<file path="src/rtl/keypad_entry_controller_if.sv">
// Encoder-side link of the keypad entry controller.
//   enc_bcd      : digit code 0-9 from the priority encoder
//   enc_datavaln : active-low, exactly one key pressed
//   enc_enablen  : active-low encoder enable, driven by the controller
// master = controller side, slave = encoder side.
interface keypad_entry_controller_if;
  logic [3:0] enc_bcd;
  logic       enc_datavaln;
  logic       enc_enablen;

  modport master (
    input  enc_bcd,
    input  enc_datavaln,
    output enc_enablen
  );

  modport slave (
    output enc_bcd,
    output enc_datavaln,
    input  enc_enablen
  );
endinterface

</file>
<file path="src/rtl/keypad_entry_controller.sv">
// Keypad entry controller for the timer-entry path.
// Debounces the encoded key, accepts one digit per press/release cycle,
// shifts digits into a 4-digit BCD MM:SS entry register and hands a
// validated entry to the countdown timer on a start request.
// Ports:
//   clk, reset    : clock, asynchronous active-high reset
//   enc           : encoder link (enc_bcd, enc_datavaln in; enc_enablen out)
//   start         : start request level, acted on at its rising edge
//   clear         : clear entry, level-sensitive
//   timer_busy    : countdown running; locks the controller
//   digits        : {min_tens, min_ones, sec_tens, sec_ones}
//   digit_count   : number of digits entered, 0-4
//   key_strobe    : one-cycle pulse per accepted digit
//   load_strobe   : one-cycle pulse, time_load valid
//   time_load     : entry snapshot taken at a successful start
//   err_strobe    : one-cycle pulse on a rejected start
module keypad_entry_controller #(
  parameter int DEBOUNCE_CYCLES = 50000
) (
  input  logic                            clk,
  input  logic                            reset,
  keypad_entry_controller_if.master       enc,
  input  logic                            start,
  input  logic                            clear,
  input  logic                            timer_busy,
  output logic [15:0]                     digits,
  output logic [2:0]                      digit_count,
  output logic                            key_strobe,
  output logic                            load_strobe,
  output logic [15:0]                     time_load,
  output logic                            err_strobe
);

  localparam int CNT_W = $clog2(DEBOUNCE_CYCLES + 1);
  localparam logic [CNT_W-1:0] CNT_LAST = CNT_W'(DEBOUNCE_CYCLES);
  localparam logic [CNT_W-1:0] CNT_ONE  = CNT_W'(1);

  typedef enum logic [1:0] {
    IDLE,
    PRESS_WAIT,
    RELEASE_WAIT,
    LOCKED
  } state_t;

  state_t           state_q, state_d;
  logic [CNT_W-1:0] cnt_q, cnt_d;
  logic [CNT_W-1:0] cnt_inc;
  logic [3:0]       code_q, code_d;
  logic [15:0]      digits_q, digits_d;
  logic [2:0]       count_q, count_d;
  logic [15:0]      time_load_q, time_load_d;
  logic             key_strobe_q, key_strobe_d;
  logic             load_strobe_q, load_strobe_d;
  logic             err_strobe_q, err_strobe_d;
  logic             start_arm_q, start_arm_d;
  logic             start_rise_q, start_rise_d;
  logic             accept;
  logic             start_act;

  // Next-state, counter and entry-register logic.
  always_comb begin
    state_d       = state_q;
    cnt_d         = cnt_q;
    code_d        = code_q;
    digits_d      = digits_q;
    count_d       = count_q;
    time_load_d   = time_load_q;
    key_strobe_d  = 1'b0;
    load_strobe_d = 1'b0;
    err_strobe_d  = 1'b0;
    accept        = 1'b0;
    cnt_inc       = cnt_q + CNT_ONE;

    // start_arm_q records that start was seen low at the previous edge.
    // It resets to 0, so a start held high through reset must first be
    // observed low before its next rise counts.
    start_arm_d  = ~start;
    start_rise_d = start & start_arm_q;

    case (state_q)
      IDLE: begin
        if (!enc.enc_datavaln) begin
          code_d  = enc.enc_bcd;
          cnt_d   = CNT_ONE;
          state_d = PRESS_WAIT;
        end
      end
      PRESS_WAIT: begin
        if (enc.enc_datavaln) begin
          cnt_d   = '0;
          state_d = IDLE;
        end else if (enc.enc_bcd != code_q) begin
          code_d = enc.enc_bcd;
          cnt_d  = CNT_ONE;
        end else if (cnt_inc == CNT_LAST) begin
          accept  = 1'b1;
          cnt_d   = '0;
          state_d = RELEASE_WAIT;
        end else begin
          cnt_d = cnt_inc;
        end
      end
      RELEASE_WAIT: begin
        if (!enc.enc_datavaln) begin
          cnt_d = '0;
        end else if (cnt_inc == CNT_LAST) begin
          cnt_d   = '0;
          state_d = IDLE;
        end else begin
          cnt_d = cnt_inc;
        end
      end
      LOCKED: begin
        // Leave through RELEASE_WAIT so a key held across the countdown
        // has to be released before it can be accepted.
        if (!timer_busy) begin
          cnt_d   = '0;
          state_d = RELEASE_WAIT;
        end
      end
      default: begin
        cnt_d   = '0;
        state_d = IDLE;
      end
    endcase

    // Clear aborts a pending press.
    if (clear && (state_q == PRESS_WAIT)) begin
      cnt_d   = '0;
      state_d = RELEASE_WAIT;
    end

    if (timer_busy) begin
      cnt_d   = '0;
      state_d = LOCKED;
    end

    // Entry register: clear > start > key accept. A start that coincides
    // with an accept works on the pre-accept digits and drops the key.
    start_act = start_rise_q && !timer_busy && (state_q != LOCKED);

    if (clear) begin
      digits_d = '0;
      count_d  = '0;
    end else if (start_act) begin
      if ((count_q == 3'd0) || (digits_q[7:4] > 4'd5)) begin
        err_strobe_d = 1'b1;
      end else begin
        load_strobe_d = 1'b1;
        time_load_d   = digits_q;
        digits_d      = '0;
        count_d       = '0;
      end
    end else if (accept && !timer_busy && (count_q < 3'd4)) begin
      digits_d     = {digits_q[11:0], code_q};
      count_d      = count_q + 3'd1;
      key_strobe_d = 1'b1;
    end
  end

  always_ff @(posedge clk or posedge reset) begin
    if (reset) begin
      state_q       <= IDLE;
      cnt_q         <= '0;
      code_q        <= '0;
      digits_q      <= '0;
      count_q       <= '0;
      time_load_q   <= '0;
      key_strobe_q  <= 1'b0;
      load_strobe_q <= 1'b0;
      err_strobe_q  <= 1'b0;
      start_arm_q   <= 1'b0;
      start_rise_q  <= 1'b0;
    end else begin
      state_q       <= state_d;
      cnt_q         <= cnt_d;
      code_q        <= code_d;
      digits_q      <= digits_d;
      count_q       <= count_d;
      time_load_q   <= time_load_d;
      key_strobe_q  <= key_strobe_d;
      load_strobe_q <= load_strobe_d;
      err_strobe_q  <= err_strobe_d;
      start_arm_q   <= start_arm_d;
      start_rise_q  <= start_rise_d;
    end
  end

  assign enc.enc_enablen = (state_q == LOCKED);
  assign digits          = digits_q;
  assign digit_count     = count_q;
  assign time_load       = time_load_q;
  assign key_strobe      = key_strobe_q;
  assign load_strobe     = load_strobe_q;
  assign err_strobe      = err_strobe_q;

endmodule

</file>
<file path="src/flat_wrapper.sv">
// flat-port wrapper written by rule: the top's interface ports become plain ports
module keypad_entry_controller_flat 
#(
  parameter int DEBOUNCE_CYCLES = 50000
)
  (clk, reset, start, clear, timer_busy, digits, digit_count, key_strobe, load_strobe, time_load, err_strobe, enc_enc_bcd, enc_enc_datavaln, enc_enc_enablen);
  keypad_entry_controller_if enc_i ();
  input  logic clk;
  input  logic reset;
  input  logic start;
  input  logic clear;
  input  logic timer_busy;
  output logic [15:0] digits;
  output logic [2:0] digit_count;
  output logic key_strobe;
  output logic load_strobe;
  output logic [15:0] time_load;
  output logic err_strobe;
  input wire logic [$bits(enc_i.enc_bcd)-1:0] enc_enc_bcd;
  input wire logic [$bits(enc_i.enc_datavaln)-1:0] enc_enc_datavaln;
  output wire logic [$bits(enc_i.enc_enablen)-1:0] enc_enc_enablen;
  assign enc_i.enc_bcd = enc_enc_bcd;
  assign enc_i.enc_datavaln = enc_enc_datavaln;
  assign enc_enc_enablen = enc_i.enc_enablen;
  keypad_entry_controller #(.DEBOUNCE_CYCLES(DEBOUNCE_CYCLES)) u_core (.clk(clk), .reset(reset), .enc(enc_i), .start(start), .clear(clear), .timer_busy(timer_busy), .digits(digits), .digit_count(digit_count), .key_strobe(key_strobe), .load_strobe(load_strobe), .time_load(time_load), .err_strobe(err_strobe));
endmodule
</file>
<file path="config.mk">
export PLATFORM = sky130hd
export DESIGN_NAME = keypad_entry_controller_flat
export DESIGN_NICKNAME = d
export VERILOG_FILES = /design/src/rtl/keypad_entry_controller_if.sv /design/src/rtl/keypad_entry_controller.sv /design/src/flat_wrapper.sv
export SDC_FILE = /design/constraint.sdc
export NUM_CORES = 1
export LEC_CHECK = 0
export CORE_MARGIN = 2
export CORE_UTILIZATION = 49
export DETAILED_ROUTE_END_ITERATION = 16
export PLACE_DENSITY = 0.86
export SYNTH_ARGS = -nofsm -noshare
export SYNTH_HDL_FRONTEND = slang
export SYNTH_SLANG_ARGS = --single-unit
</file>
<file path="constraint.sdc">
create_clock -name clk -period 2.7 [get_ports clk]
set_input_delay 0.405 -clock clk [delete_from_list [all_inputs] [get_ports clk]]
set_output_delay 0.405 -clock clk [all_outputs]
set_load 0.05 [all_outputs]
</file>
## Word-level counts from Yosys, hierarchy flattened

Index checks and enable logic that the tools add are counted.

- $add $sub $neg: 2
- Magnitude comparators: 2
- Eq/ne operators: 15
- Mux-type cells: 42
- Bitwise operators: 4
- Reductions and logical operators: 15

Operator list:

| operator | count |
|---|---|
| 2-to-1 mux 16 bit | 11 |
| one-hot mux 16 bit (4 select lines) | 1 |
| adder 16 x 1 -> 16 bit (second input constant) | 1 |
| == test 16 bit (second input constant) | 1 |
| 2-to-1 mux 2 bit | 8 |
| 2-to-1 mux 1 bit | 13 |
| 2-to-1 mux 3 bit | 4 |
| 2-to-1 mux 4 bit | 3 |
| inequality test 4 x 3 -> 1 bit (second input constant) | 2 |
| one-hot mux 2 bit (4 select lines) | 1 |
| one-hot mux 4 bit (2 select lines) | 1 |
| inequality test 2 bit (second input constant) | 3 |
| logical AND 1 bit | 5 |
| inequality test 5 x 4 -> 1 bit (second input constant) | 1 |
| inequality test 5 bit (second input constant) | 1 |
| AND reduction 5 bit | 1 |
| == test 2 bit (second input constant) | 2 |
| > comparator 4 x 3 -> 1 bit (second input constant) | 1 |
| inequality test 4 x 2 -> 1 bit (second input constant) | 1 |
| inequality test 4 bit | 1 |
| AND reduction 4 bit | 1 |
| adder 3 x 1 -> 3 bit (second input constant) | 1 |
| zero test 3 bit | 1 |
| < comparator 3 bit (second input constant) | 1 |
| other kinds (12) | 14 |

- Bits in registers: 62
- Input bits: 10
- Output and inout bits: 39
- Word-level logic and storage cells: 91

## Longest topological paths before layout

Gate-level depths: netlist (run 1).

- Depth after elaboration: 11
- Gate-level depth with buffers: 8
- Gate-level depth less buffers: 7

## Worst setup path before layout (run 1)

No wires, ideal clock.

- Kind: flip-flop to flip-flop
- Start: reg u_core.cnt_q[0]
- End: reg u_core.digits_q[9], in the netlist u_core.digits[9]
- Setup time: 79 ps
- Arrival time: 2562 ps
- Required time: 2621 ps
- Slack: 59 ps
- Stages on the path, launching flop included: 9
- Path buffers: 1
- Cell sequence: dfrtp_1 ha_1 and4_4 or4_1 o211ai_1 o211ai_2 nor4_4 buf_6 mux2i_1

- Longest elaborated chain between the ends: 10

RTL lines:

| what | line | RTL |
|---|---|---|
| start: declaration | keypad_entry_controller.sv:46 | `logic [CNT_W-1:0] cnt_q, cnt_d;` |
| start signal: assignment | keypad_entry_controller.sv:176 | `cnt_q <= cnt_d;` |
| adder 16 x 1 -> 16 bit | keypad_entry_controller.sv:72 | `cnt_inc = cnt_q + CNT_ONE;` |
| == test 16 bit | keypad_entry_controller.sv:95 | `end else if (cnt_inc == CNT_LAST) begin` |
| 2-to-1 mux 1 bit | keypad_entry_controller.sv:95 |  |
| 2-to-1 mux 1 bit | keypad_entry_controller.sv:92 | `end else if (enc.enc_bcd != code_q) begin` |
| 2-to-1 mux 1 bit | keypad_entry_controller.sv:89 | `if (enc.enc_datavaln) begin` |
| 2-to-1 mux 1 bit | keypad_entry_controller.sv:80 | `case (state_q)` |
| logical AND 1 bit (2 in a row) | keypad_entry_controller.sv:154 | `end else if (accept && !timer_busy && (count_q < 3'd4)) begin` |
| nonzero test 3 bit (no source line) | -- |  |
| AND reduction 2 bit (no source line) | -- |  |
| end signal: assignment | keypad_entry_controller.sv:178 | `digits_q <= digits_d;` |
| end: declaration | keypad_entry_controller.sv:49 | `logic [15:0] digits_q, digits_d;` |

Every way passes these cells.
A chain may end at the register's enable or synchronous reset.

## Worst setup path in the final report (run 1)

- Start: reg u_core.cnt_q[4]
- End: reg u_core.digits_q[0], in the netlist u_core.digits[0]

Same word-level chain as after synthesis.

==> results of run 1 <==
-- path summary, 6_finish.rpt --
path / from / to / depth (start not counted)
worst max-delay path: u_core.cnt_q[4] / u_core.digits[0] / 8
worst min-delay path: reset / u_core.cnt_q[13] / 3
worst max register to register: u_core.cnt_q[4] / u_core.digits[0] / 8
worst min register to register: u_core.start_arm_q / u_core.start_rise_q / 1
max in group asynchronous: reset / u_core.cnt_q[7] / 3
min in group clk: u_core.start_arm_q / u_core.start_rise_q / 1
-- per-layer routing --
metal | share of wire | wire length (um)
met5 | 0 | 0
met2 | 0.49 | 3740
met1 | 0.43 | 3236
met4 | 0.014 | 110
met3 | 0.068 | 516
-- worst reg2reg max path: cells and delay by family, from the launching register on --
kind                   cells  cell delay [ns]
AO/OA/AOI/OAI              1             0.08
AND/OR/NAND/NOR            3             0.88
flip-flops                 1             0.56
buffers and inverters      2             0.42
multiplexers               2             0.54
-- placed cells by master (no fill, tap or decap), drive strengths merged, types with 4 or more instances in the layout --
| cell type | n |
|---|---|
| o211ai | 8 |
| nand3 | 18 |
| xnor2 | 5 |
| mux2i | 18 |
| and4 | 4 |
| nor4 | 5 |
| o21ai | 10 |
| clkdlybuf4s50 | 48 |
| clkbuf | 11 |
| mux2 | 20 |
| inv | 14 |
| dfrtp | 62 |
| nand2 | 71 |
| nand4 | 8 |
| nor3 | 6 |
| nor2 | 17 |
| buf | 16 |
| or4 | 4 |
-- logic make-up (layout without fill, tap and decap cells) --
family	Yosys count	in the layout	share of synthesized area
multiplexers	38	38	0.1261
buffers and inverters	32	94	0.04476
flip-flops	62	62	0.4827
AO/OA/AOI/OAI	35	35	0.07980
adder cells (fa/ha/maj)	3	3	0.01168
AND/OR/NAND/NOR	153	153	0.2386
XOR/XNOR	6	6	0.01635
-- flip-flops by register name (all words and copies together), names as in the netlist --
register and flops:
u_core.start_arm_q 1, u_core.load_strobe 1, u_core.start_rise_q 1, u_core.digits 16, u_core.cnt_q 16, u_core.code_q 4
u_core.digit_count 3, u_core.time_load 16, u_core.state_q 2, u_core.key_strobe 1, u_core.err_strobe 1
-- area by class of cell --
cell class,count,area [sq um]
Fill cell,458,2231
Sequential cell,62,1553
Multi-Input combinational cell,235,1535
Timing Repair Buffer,64,625.6
Clock buffer,11,151.4
Clock inverter,5,105.1
Tap cell,77,96.34
Inverter,14,52.55
-- where the power goes --
group          switching [mW]  total, mW  internal, mW
Clock                   0.372       1.04         0.663
Sequential             0.0103      0.949         0.939
Combinational          0.0647      0.107        0.0426
==> impl_metrics.env, run 1 <==
export IMPL_status="completed"
export IMPL_finalClockSkew_ns=0.005945
export IMPL_tightest_slew_ns=0.5381
export IMPL_maxCapViolCount=0
export IMPL_seq_area_frac_synth=0.4827
export IMPL_cts_setup_buffers=0
export IMPL_setup_violations=0
export IMPL_synthMostInstantiatedCell="nand2_1"
export IMPL_powerDensity_nw_per_um2=507.9
export IMPL_crit_path_top_delay_cell="dfrtp_1"
export IMPL_cts_resized=0
export IMPL_synth_nets=342
export IMPL_cp_top_family="simple AND/OR/NAND/NOR gates"
export IMPL_holdWs_ns=0.4475
export IMPL_rsz0062_at_grt="false"
export IMPL_p_total_mw=2.092
export IMPL_clock_sink_count=62
export IMPL_synth_ff_type="dfrtp_1"
export IMPL_dp_cells=452
export IMPL_cp_required_ns=2.95
export IMPL_io_pin_count=49
export IMPL_core_sq_um=6350
export IMPL_ctsRootBufferMaster="clkbuf_8"
export IMPL_diodes=0
export IMPL_post_drt_wl_per_cell_um=16.25
export IMPL_grt_pass1_vias=2644
export IMPL_rows=29
export IMPL_max_vdd_ir_drop_uv=434.3
export IMPL_path_clk_slew_ns=0.07
export IMPL_antenna_left=0
export IMPL_setup_tns_ns=0
export IMPL_clockBufferDepth=2
export IMPL_start_util=0.5062
export IMPL_antenna_found_initial=0
export IMPL_clock_latency_ns=0.34
export IMPL_crit_arrival_ns=2.81
export IMPL_critPathBufInv=2
export IMPL_instances_no_fill=468
export IMPL_startpoint_type="flop"
export IMPL_netlist_top_cells_count="nand2_1 (71), dfrtp_1 (62), mux2_2 (20), mux2i_1 (18)"
export IMPL_layout_drive_gt1_share=0.1611
export IMPL_track_usage=0.2219
export IMPL_worstPathCellList="and4_4, nand4_1, mux2_2, a31oi_1, buf_4, nor4_4, buf_12, mux2i_1"
export IMPL_min_period_ns=2.561
export IMPL_grt_max_degree=63
export IMPL_criticalPathCategory="flop to flop"
export IMPL_die_w_um=84.99
export IMPL_synth_edf_count=0
export IMPL_synth_top_cell_area_share=0.4827
export IMPL_placed_cell_area_sq_um=3845
export IMPL_synth_cell_types=52
export IMPL_slew_viol_final=0
export IMPL_htreeDepth=3
export IMPL_cts_buffers=9
export IMPL_tritoncts="built"
export IMPL_async_reset_ff_frac=1.000
export IMPL_drt_drc_violations_left=0
export IMPL_syn_area_per_cell_sq_um=9.770
export IMPL_synth_top_cells_by_area="dfrtp_1 (48%), nand2_1 (8.3%), mux2_2 (7.0%)"
export IMPL_grtUsageMet2=0.3587
export IMPL_firstDrtPassIters=4
export IMPL_fin_ws_ns=0.1392
export IMPL_synth_area_sq_um=3214
export IMPL_synth_seq_cells=62
export IMPL_portBuffers=48
export IMPL_cts_hold_buffers_added=0
export IMPL_fin_util=0.6487
export IMPL_die_h_um=84.99
export IMPL_critPathMaxStageDelay_ns=0.56
export IMPL_drt_iter0_drc=205
export IMPL_grt_busiest_layer="met2"
export IMPL_yosys_warnings=0
export IMPL_fmax_ghz=0.3905
export IMPL_final_hold_violation_count=0
export IMPL_synthCells=329
export IMPL_fin_nets=399
export IMPL_dp_hpwl_um=5054
export IMPL_p_leak_nw=1.724
export IMPL_routed_via_density=5.697
export IMPL_gp_congestion=0.9418
export IMPL_use_met1=0.2895
export IMPL_fin_area_sq_um=4119
export IMPL_fin_crit_sh=0.9485
export IMPL_num_vias=2666
export IMPL_crit_fanout=15
export IMPL_synth_largest_area_cell="dfrtp_1"
export IMPL_r2r_slack_ns=0.14
export IMPL_dieArea_sq_um=7223
export IMPL_crit_path_end_kind="flop"
export IMPL_grt_pass1_wl_um=12760
export IMPL_hold_class="input port to async pin"
export IMPL_area_delta_synth_final_pct=28.14
export IMPL_grtUsageMet3=0.05739
export IMPL_pre_cts_slack_ns=0.1433
export IMPL_relSlewSlack=0.6401
export IMPL_grt_overflow=0
export IMPL_drt_wl_total_um=7603
Note: power is estimated with default switching activity, not from simulation.
==> run 2: changes to the inputs <==
--- a/config.mk
+++ b/config.mk
@@ -5,10 +5,11 @@
 export SDC_FILE = /design/constraint.sdc
 export NUM_CORES = 1
 export LEC_CHECK = 0
+export CAP_MARGIN = 20
 export CORE_MARGIN = 2
-export CORE_UTILIZATION = 49
+export CORE_UTILIZATION = 50
 export DETAILED_ROUTE_END_ITERATION = 16
-export PLACE_DENSITY = 0.86
+export PLACE_DENSITY = 0.85
 export SYNTH_ARGS = -nofsm -noshare
 export SYNTH_HDL_FRONTEND = slang
 export SYNTH_SLANG_ARGS = --single-unit
==> constraint.sdc (replaced) <==
create_clock -name clk -period 2.4 [get_ports clk]
set_input_delay 0.36 -clock clk [delete_from_list [all_inputs] [get_ports clk]]
set_output_delay 0.36 -clock clk [all_outputs]
set_load 0.05 [all_outputs]
==> impl_metrics.env, run 2 (synthesis gave the netlist of run 1 again) <==
export IMPL_area_delta_synth_final_pct=32.74
export IMPL_mostFrequentLayoutCell="nand2_1"
export IMPL_fin_crit_sh=1.027
export IMPL_max_vdd_ir_drop_uv=411.9
export IMPL_gp_congestion=0.9016
export IMPL_setup_tns_ns=-0.5074
export IMPL_rows=29
export IMPL_fin_nets=412
export IMPL_grt_pass1_vias=2692
export IMPL_final_hold_violation_count=0
export IMPL_status="finished, violations left"
export IMPL_grt_overflow=0
export IMPL_final_cell_mix="nand2_1 (71), dfrtp_1 (56), clkdlybuf4s50_1 (48), buf_4 (25), mux2_2 (20)"
export IMPL_finalClockSkew_ns=0.008577
export IMPL_p_leak_nw=1.786
export IMPL_antenna_found_initial=0
export IMPL_r2r_start="u_core.cnt_q[1]"
export IMPL_grt_max_degree=36
export IMPL_fmax_ghz=0.4059
export IMPL_startpoint_type="flop"
export IMPL_crit_path_end_kind="flop"
export IMPL_min_period_ns=2.464
export IMPL_fin_util=0.6797
export IMPL_num_vias=2795
export IMPL_crit_fanout=7
export IMPL_tightest_slew_ns=0.5421
export IMPL_antenna_left=0
export IMPL_dp_hpwl_um=5308
export IMPL_fill_cells=454
export IMPL_post_drt_wl_per_cell_um=16.58
export IMPL_path_clk_slew_ns=0.08
export IMPL_powerDensity_nw_per_um2=527.8
export IMPL_clock_latency_ns=0.35
export IMPL_clockBufferDepth=2
export IMPL_violations="setup timing"
export IMPL_drt_wl_total_um=7976
export IMPL_maxCapViolCount=0
export IMPL_placed_cell_area_sq_um=3905
export IMPL_start_util=0.5121
export IMPL_fin_ws_ns=-0.06378
export IMPL_diodes=0
export IMPL_criticalPathCategory="flop to flop"
export IMPL_clock_sink_count=62
export IMPL_grt_pass1_wl_um=13380
export IMPL_die_w_um=84.18
export IMPL_fin_area_sq_um=4267
export IMPL_portBuffers=48
export IMPL_io_pin_count=49
export IMPL_drt_drc_violations_left=0
export IMPL_setup_violations=17
export IMPL_routed_via_density=5.811
export IMPL_crit_arrival_ns=2.73
export IMPL_drt_iter0_drc=238
export IMPL_tritoncts="built"
export IMPL_ctsRootBufferMaster="clkbuf_8"
export IMPL_critical_path_startpoint="u_core.cnt_q[1]"
export IMPL_layout_drive_gt1_share=0.2129
export IMPL_rsz0062_at_grt="true"
export IMPL_relSlewSlack=0.6364
export IMPL_track_usage=0.2350
export IMPL_core_sq_um=6277
export IMPL_cp_required_ns=2.67
export IMPL_cts_buffers=9
export IMPL_dieArea_sq_um=7086
export IMPL_hold_class="input port to async pin"
export IMPL_die_h_um=84.18
export IMPL_htreeDepth=3
export IMPL_r2r_cells=9
export IMPL_pre_cts_slack_ns=-0.02653
export IMPL_firstDrtPassIters=5
export IMPL_slew_viol_final=0
## run 2: cell count changes in the layout (fill, tap and decap cells not counted), moves of 2 or more
cell and change:
dfrtp_1 -5, buf_4 +11, clkinv_4 +2, dfrtp_2 +5
## run 2: critical path, cell delays in order, from the launching register on
cell and delay (ns):
dfrtp_2 0.43, ha_4 0.16, and4_4 0.15, or4_4 0.51
o211ai_1 0.19, o211ai_4 0.21, nor4_4 0.18, buf_4 0.19
clkbuf_16 0.16, mux2i_1 0.21
## run 2: worst paths after layout
check,slack [ns],endpoint
worst max-delay path,-0.06,u_core.digit_count[1]
worst min-delay path,0.35,u_core.digit_count[0]
worst max register to register,-0.06,u_core.digit_count[1]
worst min register to register,0.47,u_core.start_rise_q
max in group asynchronous,1.50,u_core.digits[3]
min in group clk,0.47,u_core.start_rise_q
## run 2: repair_timing
action | CTS | global route
hold buffers | 0 | 0
cloned | 0 | 2
endpoints found under the setup margin | 8 | 30
setup buffers | 0 | 5
resized for setup | 3 | 9
## run 2: per-stage QoR
stage / hold WS [ns] / cells / power [mW]
2_1_floorplan: 0.4194 / 329 / 1.157
3_3_place_gp: 0.4447 / 458 / 1.207
3_5_place_dp: 0.4495 / 458 / 1.213
4_1_cts: 0.3695 / 474 / 2.264
5_1_grt: 0.3942 / 481 / 2.341
6_report: 0.3479 / 481 / 2.252
## run 2: power breakdown
part	leakage, nW	internal (mW)	switching, mW
Combinational	0.834	0.0510	0.0749
Sequential	0.839	1.06	0.0119
Clock	0.113	0.619	0.439
## run 2: area by class of cell
type,count,area (sq um),area share
repair buffers,76,733.2,0.1718
well taps,77,96.34,0.02258
inverters,14,52.55,0.01232
clock inverters,6,93.84,0.02199
multi-input cells,236,1594,0.3736
clock buffers,10,137.6,0.03226
flip-flops and latches,62,1559,0.3654
## run 2: metal layers
metal	up-vias	routed length, um	track usage
met2	114	4002	0.3745
met4	0	123	0.08504
met5	-	0	0
met1	1359	3404	0.3187
met3	14	446	0.05113
li1	1308	-	-
